--- src/rtl/ntt_memory_sequencer.sv ---
// Memory-side sequencer for the streaming NTT/INTT core: streams a polynomial out of
// BRAM, writes core results back (optionally bit-reversed) and pulses done per run.
module ntt_memory_sequencer #(
  parameter int LOGN        = 12,
  parameter int LOGQ        = 64,
  parameter int LOG_LANES   = 1,
  parameter int START_DELAY = 10,
  parameter int ADDR_W      = 11,
  parameter int BITREV_WR   = 0
) (
  input  logic                        clk,
  input  logic                        rst,
  input  logic                        start,
  input  logic                        intt,
  output logic                        busy,
  output logic                        done,
  output logic                        rd_en,
  output logic [ADDR_W-1:0]           rd_addr,
  output logic                        wr_en,
  output logic [ADDR_W-1:0]           wr_addr,
  input  logic [(LOGQ<<LOG_LANES)-1:0] bram_dout,
  output logic [(LOGQ<<LOG_LANES)-1:0] bram_din,
  output logic                        core_start,
  output logic                        core_intt,
  output logic [(LOGQ<<LOG_LANES)-1:0] core_in,
  input  logic [(LOGQ<<LOG_LANES)-1:0] core_out,
  input  logic                        core_out_valid
);

  localparam int WL    = LOGN - LOG_LANES;
  localparam int WORDS = 1 << WL;

  localparam logic [WL:0] LAST_WORD  = (WL+1)'(WORDS - 1);
  localparam logic [WL:0] ALL_WORDS  = (WL+1)'(WORDS);
  localparam logic [7:0]  DELAY_LAST = 8'(START_DELAY - 1);

  localparam logic [2:0] S_IDLE   = 3'd0;
  localparam logic [2:0] S_DELAY  = 3'd1;
  localparam logic [2:0] S_STREAM = 3'd2;
  localparam logic [2:0] S_DRAIN  = 3'd3;
  localparam logic [2:0] S_DONE   = 3'd4;

  logic [2:0]    state_reg;
  logic [2:0]    state_next;
  logic [7:0]    dly_cnt_reg;
  logic [WL:0]   rd_cnt_reg;
  logic [WL:0]   wr_cnt_reg;
  logic          core_start_reg;
  logic          core_intt_reg;
  logic          wr_active;
  logic          last_write;
  logic [WL-1:0] wr_bitrev;
  logic [WL-1:0] wr_word;

  // Writes are only accepted while a run is streaming or draining, and never past WORDS.
  assign wr_active  = (state_reg == S_STREAM) || (state_reg == S_DRAIN);
  assign wr_en      = wr_active && core_out_valid && (wr_cnt_reg < ALL_WORDS);
  assign last_write = wr_en && (wr_cnt_reg == LAST_WORD);

  always_comb begin
    state_next = state_reg;
    case (state_reg)
      S_IDLE:   if (start) state_next = S_DELAY;
      S_DELAY:  if (dly_cnt_reg == DELAY_LAST) state_next = S_STREAM;
      S_STREAM: if (rd_cnt_reg == LAST_WORD) state_next = S_DRAIN;
      S_DRAIN:  if ((wr_cnt_reg == ALL_WORDS) || last_write) state_next = S_DONE;
      S_DONE:   state_next = S_IDLE;
      default:  state_next = S_IDLE;
    endcase
  end

  always_ff @(posedge clk) begin
    if (rst) begin
      state_reg      <= S_IDLE;
      dly_cnt_reg    <= '0;
      rd_cnt_reg     <= '0;
      wr_cnt_reg     <= '0;
      core_start_reg <= 1'b0;
      core_intt_reg  <= 1'b0;
    end else begin
      state_reg <= state_next;
      case (state_reg)
        S_IDLE: begin
          dly_cnt_reg <= '0;
          rd_cnt_reg  <= '0;
          wr_cnt_reg  <= '0;
          if (start) core_intt_reg <= intt;
        end
        S_DELAY: begin
          dly_cnt_reg <= dly_cnt_reg + 8'd1;
          if (dly_cnt_reg == DELAY_LAST) core_start_reg <= 1'b1;
        end
        S_STREAM: rd_cnt_reg <= rd_cnt_reg + 1'b1;
        default: ;
      endcase
      if (wr_en) wr_cnt_reg <= wr_cnt_reg + 1'b1;
      if (state_next == S_DONE) core_start_reg <= 1'b0;
    end
  end

  for (genvar gi = 0; gi < WL; gi++) begin : g_bitrev
    assign wr_bitrev[gi] = wr_cnt_reg[WL-1-gi];
  end

  assign wr_word = (BITREV_WR != 0) ? wr_bitrev : wr_cnt_reg[WL-1:0];

  always_comb begin
    rd_addr = '0;
    wr_addr = '0;
    if (state_reg == S_STREAM) rd_addr[WL-1:0] = rd_cnt_reg[WL-1:0];
    wr_addr[WL-1:0] = wr_word;
  end

  assign busy       = (state_reg != S_IDLE);
  assign done       = (state_reg == S_DONE);
  assign rd_en      = (state_reg == S_STREAM);
  assign core_start = core_start_reg;
  assign core_intt  = core_intt_reg;
  assign core_in    = bram_dout;
  assign bram_din   = core_out;

endmodule

--- config.mk ---
export PLATFORM = sky130hd
export DESIGN_NAME = ntt_memory_sequencer
export DESIGN_NICKNAME = d
export VERILOG_FILES = /design/src/rtl/ntt_memory_sequencer.sv
export SDC_FILE = /design/constraint.sdc
export NUM_CORES = 1
export LEC_CHECK = 0
export ABC_AREA = 1
export BUFFER_PORTS_ARGS = -buffer_cell sky130_fd_sc_hd__buf_2
export CORE_AREA = 2 2 210 212
export CTS_CLUSTER_DIAMETER = 50
export DETAILED_ROUTE_END_ITERATION = 10
export DIE_AREA = 0 0 212 214
export GPL_ROUTABILITY_DRIVEN = 0
export HOLD_SLACK_MARGIN = 0.08
export MAX_ROUTING_LAYER = met4
export SYNTH_ARGS = -nofsm -noshare
export SYNTH_HDL_FRONTEND = slang
export SYNTH_SLANG_ARGS = --single-unit
--- constraint.sdc ---
create_clock -name clk -period 3.83 [get_ports clk]
set_input_delay 0 -clock clk [delete_from_list [all_inputs] [get_ports clk]]
set_output_delay 0 -clock clk [all_outputs]
set_load 0.1 [all_outputs]
==> results of run 1 <==
## cells in the mapped netlist
library cell	number	area share (%)
ha_1	5	1.5
o211a_1	1	0.25
inv_2	5	0.46
a31oi_1	1	0.15
o211ai_1	1	0.18
buf_4	267	49
a21boi_2	1	0.28
and2_1	1	0.15
nor3b_1	1	0.18
a21oi_1	25	3.1
buf_6	2	0.55
buf_2	4	0.49
nor3_1	6	0.74
nand4_1	6	0.92
dfxtp_1	37	18
nand2_2	4	0.61
a2bb2oi_1	1	0.22
nand3_1	25	3.1
nor2_4	3	0.83
nor2_1	47	4.3
clkinv_1	1	0.092
clkbuf_1	1	0.092
a211oi_1	2	0.37
nor2_2	3	0.46
o21ai_1	3	0.37
o21a_1	3	0.55
o21ai_0	18	2.2
inv_1	38	3.5
nand2_1	74	6.8
## logic make-up after synthesis
kind of cell             synth area share, %
AND/OR/NAND/NOR                         18.1
adder cells (fa/ha/maj)                 1.54
buffers and inverters                   54.5
AO/OA/AOI/OAI                           7.66
flip-flops                              18.2
## metrics by stage
| step | cells | hold WS (ps) |
|---|---|---|
| 3_5_place_dp | 929 | 0.681 |
| 3_3_place_gp | 929 | 0.681 |
| 2_1_floorplan | 586 | 164 |
==> impl_metrics.tcl, run 1 <==
set metrics [dict create \
    io_pins 545 \
    io_buffers 32 \
    syn_nets 852 \
    yosysUniqueCellTypes 29 \
    dpl_cell_area_um2 2910 \
    dpl_worst_slack_ps 2090 \
    error "[ERROR RSZ-0060] Max buffer count reached." \
    post_cts_resized 0 \
    cts_hold_buf 188 \
    syn_avg_cell_area_um2 6.94 \
    initial_core_util_pct 9.49 \
    cts_root_buf "clkbuf_16" \
    post_cts_buffers 0 \
    outcome "stopped before the end" \
    cts_sinks 37 \
    clockBufferDepth 2 \
    ys_ff_latch 37 \
    syn_inst 586 \
    yosys_warnings 0 \
    haltStage "clock tree synthesis (4_1_cts)" \
    die_height_um 214 \
    syn-cell-area_um2 4070 \
    cts_max_level 2 \
    place_hpwl_um 12500 \
    cts_inserted_buffers 5 \
    seq_area_frac_synth_pct 18.2 \
    num_rows 76 \
    die-width_um 212 \
]
==> run 2: changes to the inputs <==
==> config.mk (replaced) <==
export PLATFORM = sky130hd
export DESIGN_NAME = ntt_memory_sequencer
export DESIGN_NICKNAME = d
export VERILOG_FILES = /design/src/rtl/ntt_memory_sequencer.sv
export SDC_FILE = /design/constraint.sdc
export NUM_CORES = 1
export LEC_CHECK = 0
export ABC_AREA = 1
export BUFFER_PORTS_ARGS = -buffer_cell sky130_fd_sc_hd__buf_2
export CORE_AREA = 2 2 214 216
export DETAILED_ROUTE_END_ITERATION = 10
export DIE_AREA = 0 0 216 218
export GPL_ROUTABILITY_DRIVEN = 0
export PLACE_DENSITY_LB_ADDON = 0.15
export SYNTH_ARGS = -nofsm -noshare
export SYNTH_HDL_FRONTEND = slang
export SYNTH_SLANG_ARGS = --single-unit
==> impl_metrics.tcl, run 2 <==
set metrics [dict create \
    synth-edff-count 0 \
    route.detailed.drc 0 \
    numPlacedInstances 945 \
    post_cts_buffers 0 \
    finalWorstSetupSlack_ps 1870 \
    cts_inserted_buffers 5 \
    yosysUniqueCellTypes 29 \
    place_hpwl_um 11100 \
    hold_depth 0 \
    dieArea_um2 47100 \
    tritoncts "yes" \
    rsz0062_at_grt "no" \
    io_pins 545 \
    cts_sinks 37 \
    outcome "finished, final reports clean" \
    clk_pin_slew_ps 60 \
    fin_crit_sh_pct 51.1 \
    num_rows 78 \
    tightest_slew_ps 734 \
    critPathCaptureType "primary output" \
    peakVddDrop_v 0.000123 \
    path_max_fanout 12 \
    drive_above_1_share_pct 15.6 \
    crit_slowest_cell "buf_2" \
    initialDrtViolationCount 105 \
    layout_commonest_cell "nand2_1" \
    dpl_worst_slack_ps 2100 \
    finalWirelength_um 13800 \
    syn_inst 586 \
    dpl_cell_area_um2 2940 \
    fmax_ghz 0.510 \
    cts_hold_buf 1 \
    cp_top_family "simple AND/OR/NAND/NOR gates" \
    synth_area_leaders "buf_4, dfxtp_1, nand2_1" \
    antenna_found_initial 0 \
    die-width_um 216 \
    rr_worst_depth 7 \
    seq_area_frac_synth_pct 18.2 \
    relSlewSlack_pct 50.8 \
    viasPerCell 2.61 \
    final_util_pct 6.88 \
    ys_ff_latch 37 \
    layout.cells.non_filler 953 \
    ys_top_cells_by_count "buf_4, nand2_1, nor2_1" \
    clockBufferDepth 2 \
    syn2layout_area_growth_pct -24.1 \
    io_buffers 32 \
    post_cts_resized 0 \
    required_ps 3830 \
    async_flop_share_pct 0 \
    p_leak_uw 0.000954 \
    synth.most_common_cell "buf_4" \
    via_count 2488 \
    initial_core_util_pct 9.06 \
    insertion_delay_ps 290 \
    tns_ps 0 \
    start_kind "flip-flop" \
    grtUsageTotal_pct 5.72 \
    fin_crit_ps 1960 \
    grt_pass1_vias 2681 \
    cts_root_buf "clkbuf_16" \
    worst_path_largest_cell_delay_ps 480 \
    slew_violations 0 \
    grt_pass1_wl_um 19200 \
    arrival_ps 1960 \
    worstSetupPathType "flip-flop to primary output" \
    syn_avg_cell_area_um2 6.94 \
    cap_viol_max_count 0 \
    overflow 0 \
    nets 619 \
    path_depth 5 \
    drt-wirelength-per-cell_um 14.5 \
    timing.final.hold_violations 0 \
    postRouteAntennaNets 0 \
    layout_common_cells "nand2_1, nor2_1, inv_1, dfxtp_1, buf_2" \
    cts_max_level 2 \
    syn_nets 852 \
    die_height_um 218 \
    fin_area_um2 3090 \
    setup_viol 0 \
    clock_skew_ps 6.97 \
    syn-cell-area_um2 4070 \
    crit_chain "inv_2 > nor2_4 > nand2_2 > nor2_1 > buf_2" \
    core-area_um2 44900 \
    synth_ff_type "dfxtp_1" \
    cp.buffers_inverters 2 \
    antenna_cells_inserted 0 \
    dr.pass1.iters 4 \
    yosys_warnings 0 \
    synth_top_cell_area_share_pct 49.3 \
    powerDensity_nw_per_um2 286 \
    hold_class "input pin to primary output" \
    grt_max_degree 20 \
    synth_top_area_cell "buf_4" \
]
==> run 2: cell counts after synthesis <==
Identical to the previous run, type by type.
==> run 2: per-layer routing <==
metal	up-vias	wire length, µm	global-route usage [%]
li1	1093	-	-
met1	1065	4490	4.94
met2	216	6000	8.65
met3	114	2120	4.16
met4	0	1220	5.39
met5	-	0	0
==> run 2: final timing paths <==
kind | startpoint | end | slack (ps)
worst min register to register | core_intt | core_intt | 460
worst min-delay path | bram_dout[122] | core_in[122] | 0.04
worst max register to register | state_reg[2] | state_reg[0] | 2190
worst max-delay path | state_reg[1] | rd_addr[3] | 1870
==> run 2: cell type report <==
class | instances | area, µm²
Fill cell | 5398 | 41800
Multi-Input combinational cell | 231 | 1110
Tap cell | 600 | 751
Sequential cell | 37 | 741
Timing Repair Buffer | 34 | 178
Inverter | 44 | 165
Clock buffer | 7 | 143
==> run 2: through the flow <==
stage	hold slack, ps	power, µW
after floorplan	164	1700
after global placement	0.681	457
after detailed placement	0.681	457
after CTS	0.681	914
after global routing	0.143	929
final	0.0385	883
==> run 2: kinds of logic after synthesis <==
logic type               count (synthesis)  synth area share, %
adder cells (fa/ha/maj)                  5                 1.54
buffers and inverters                  318                 54.5
AND/OR/NAND/NOR                        170                 18.1
flip-flops                              37                 18.2
AO/OA/AOI/OAI                           56                 7.66
==> run 2: worst reg2reg max path, stage by stage (launching register included) <==
cell and delay (ps):
dfxtp_1 340, inv_1 140, nand2_1 90, nor2_2 510
nand2_1 150, nor2_1 150, nor2_1 60, a21oi_1 130
==> run 2: report_power, final <==
group	internal, µW	switching (µW)	leakage [µW]
logic	11.9	43.1	0.000586
clock network	257	180	0.0000700
registers	388	3.30	0.000299
Power figures use the tool's default switching activity.
==> run 3: changes to the inputs <==
--- a/config.mk
+++ b/config.mk
@@ -7,9 +7,9 @@
 export LEC_CHECK = 0
 export ABC_AREA = 1
 export BUFFER_PORTS_ARGS = -buffer_cell sky130_fd_sc_hd__buf_2
-export CORE_AREA = 2 2 214 216
+export CORE_AREA = 2 2 211 213
 export DETAILED_ROUTE_END_ITERATION = 10
-export DIE_AREA = 0 0 216 218
+export DIE_AREA = 0 0 213 215
 export GPL_ROUTABILITY_DRIVEN = 0
 export PLACE_DENSITY_LB_ADDON = 0.15
 export SYNTH_ARGS = -nofsm -noshare
==> constraint.sdc (replaced) <==
create_clock -name clk -period 1.7 [get_ports clk]
set_input_delay 0 -clock clk [delete_from_list [all_inputs] [get_ports clk]]
set_output_delay 0 -clock clk [all_outputs]
set_load 0.1 [all_outputs]
==> impl_metrics.tcl, run 3 (same netlist as run 2, synthesis figures left out) <==
set metrics [dict create \
    outcome "finished, final reports clean" \
    regToRegSetupSlack_ps 190 \
    fillers 5112 \
    insertion_delay_ps 300 \
    cp_top_family "simple AND/OR/NAND/NOR gates" \
    layout_common_cells "nand2_1, nor2_1, inv_1, dfxtp_1" \
    dieArea_um2 45800 \
    clock_skew_ps 5.67 \
    worstSetupPathType "flip-flop to primary output" \
    nets 634 \
    worst_path_largest_cell_delay_ps 370 \
    required_ps 1700 \
    cts_max_level 2 \
    start_kind "flip-flop" \
    dr.pass1.iters 6 \
    tightest_slew_ps 532 \
    cap_viol_max_count 0 \
    antenna_cells_inserted 0 \
    critPathCaptureType "primary output" \
    postRouteAntennaNets 0 \
    tritoncts "yes" \
    timing.final.hold_violations 0 \
    hold_class "input pin to primary output" \
    die_height_um 215 \
    post_cts_buffers 0 \
    layout_commonest_cell "nand2_1" \
    route.detailed.drc 0 \
    num_rows 77 \
    viasPerCell 2.62 \
    p_leak_uw 0.00107 \
    rsz0062_at_grt "no" \
    relSlewSlack_pct 64.8 \
    grt_max_degree 20 \
    io_pins 545 \
    crit_chain "nor2_2 > inv_2 > nor2_4 > inv_2 > buf_4" \
    clockBufferDepth 2 \
    drive_above_1_share_pct 21.1 \
    via_count 2521 \
    grt_pass1_wl_um 18400 \
    grt_pass1_vias 2567 \
    io_buffers 32 \
    cts_sinks 37 \
    slew_violations 0 \
    cts_root_buf "clkbuf_16" \
    overflow 0 \
    crit_top_cell "inv_2" \
    fin_area_um2 3430 \
    numPlacedInstances 951 \
    cp.buffers_inverters 3 \
    crit_slowest_cell "dfxtp_1" \
    powerDensity_nw_per_um2 579 \
    dpl_cell_area_um2 3250 \
    drt-wirelength-per-cell_um 14.0 \
    place_hpwl_um 11000 \
    clk_pin_slew_ps 70 \
    layout.cells.non_filler 961 \
    fin_crit_sh_pct 92.3 \
    initial_core_util_pct 9.32 \
    setup_viol 0 \
    antenna_found_initial 0 \
    fmax_ghz 0.637 \
    fin_crit_ps 1570 \
    initialDrtViolationCount 125 \
    arrival_ps 1570 \
    core-area_um2 43600 \
    die-width_um 213 \
    finalWirelength_um 13500 \
    peakVddDrop_v 0.000328 \
    syn2layout_area_growth_pct -15.6 \
    grtUsageTotal_pct 5.66 \
    path_max_fanout 5 \
    cts_inserted_buffers 5 \
]
run 3: changes by cell type in the layout (fill, tap and decap cells not counted), moves of 2 or more:
cell | before | now
nor2_2 | 3 | 6
buf_4 | 1 | 15
nor2_1 | 47 | 43
buf_2 | 32 | 18
buf_12 | 0 | 14
clkinv_2 | 0 | 2
run 3: per-stage QoR:
step           total power, µW  setup TNS [ps]  util [%]  hold WS (ps)  setup slack (ps)
2_1_floorplan             3820           -3410         -           164              -375
3_3_place_gp              1050               0      7.45         0.681              56.8
3_5_place_dp              1040               0      7.45         0.681              69.5
4_1_cts                   2050               0      7.85         0.681              23.4
5_1_grt                   2090               0      7.87         0.143             0.563
6_report                  1990               0      7.87        0.0351               131
run 3: metal layers:
metal	vias to the layer above	routed length, µm	GRT usage, %
li1	1127	-	-
met1	1050	4760	5.71
met5	-	107	1.72
met3	117	2100	4.09
met4	4	1150	4.80
met2	223	5340	7.58
run 3: path summary, 6_finish.rpt:
path	to	cells after the start	from
worst max-delay path	busy	5	state_reg[2]
worst min-delay path	bram_din[20]	0	core_out[20]
worst max register to register	rd_cnt_reg[6]	8	rd_cnt_reg[0]
worst min register to register	wr_cnt_reg[11]	2	wr_cnt_reg[11]
run 3: timing repair:
action / CTS / global route
resized for setup: 3 / 5
gates cloned: 0 / 0
hold buffers: 2 / 0
hold endpoints to repair: 3 / 0
setup endpoints to repair: 11 / 13
run 3: power by group:
| part | switching (µW) | internal, µW |
|---|---|---|
| Combinational | 105 | 36.1 |
| Clock | 425 | 539 |
| Sequential | 8.68 | 873 |
run 3: worst register-to-register path: stages (launching register included):
cell      delay [ps]
dfxtp_1          420
ha_2             260
inv_1             70
nor2_1           190
nand2_1           90
o21ai_0          170
o211ai_1         110
nand2_1           70
inv_1             40
run 3: layout make-up:
cell class / instances / area [µm²] / share of cell area, %
clock buffer: 5 / 125 / 3.64
sequential: 37 / 742 / 21.6
timing repair buffer: 49 / 503 / 14.7
tap: 592 / 741 / 21.6
multi-input combinational: 231 / 1140 / 33.2
clock inverter: 3 / 17.5 / 0.510
inverter: 44 / 165 / 4.81
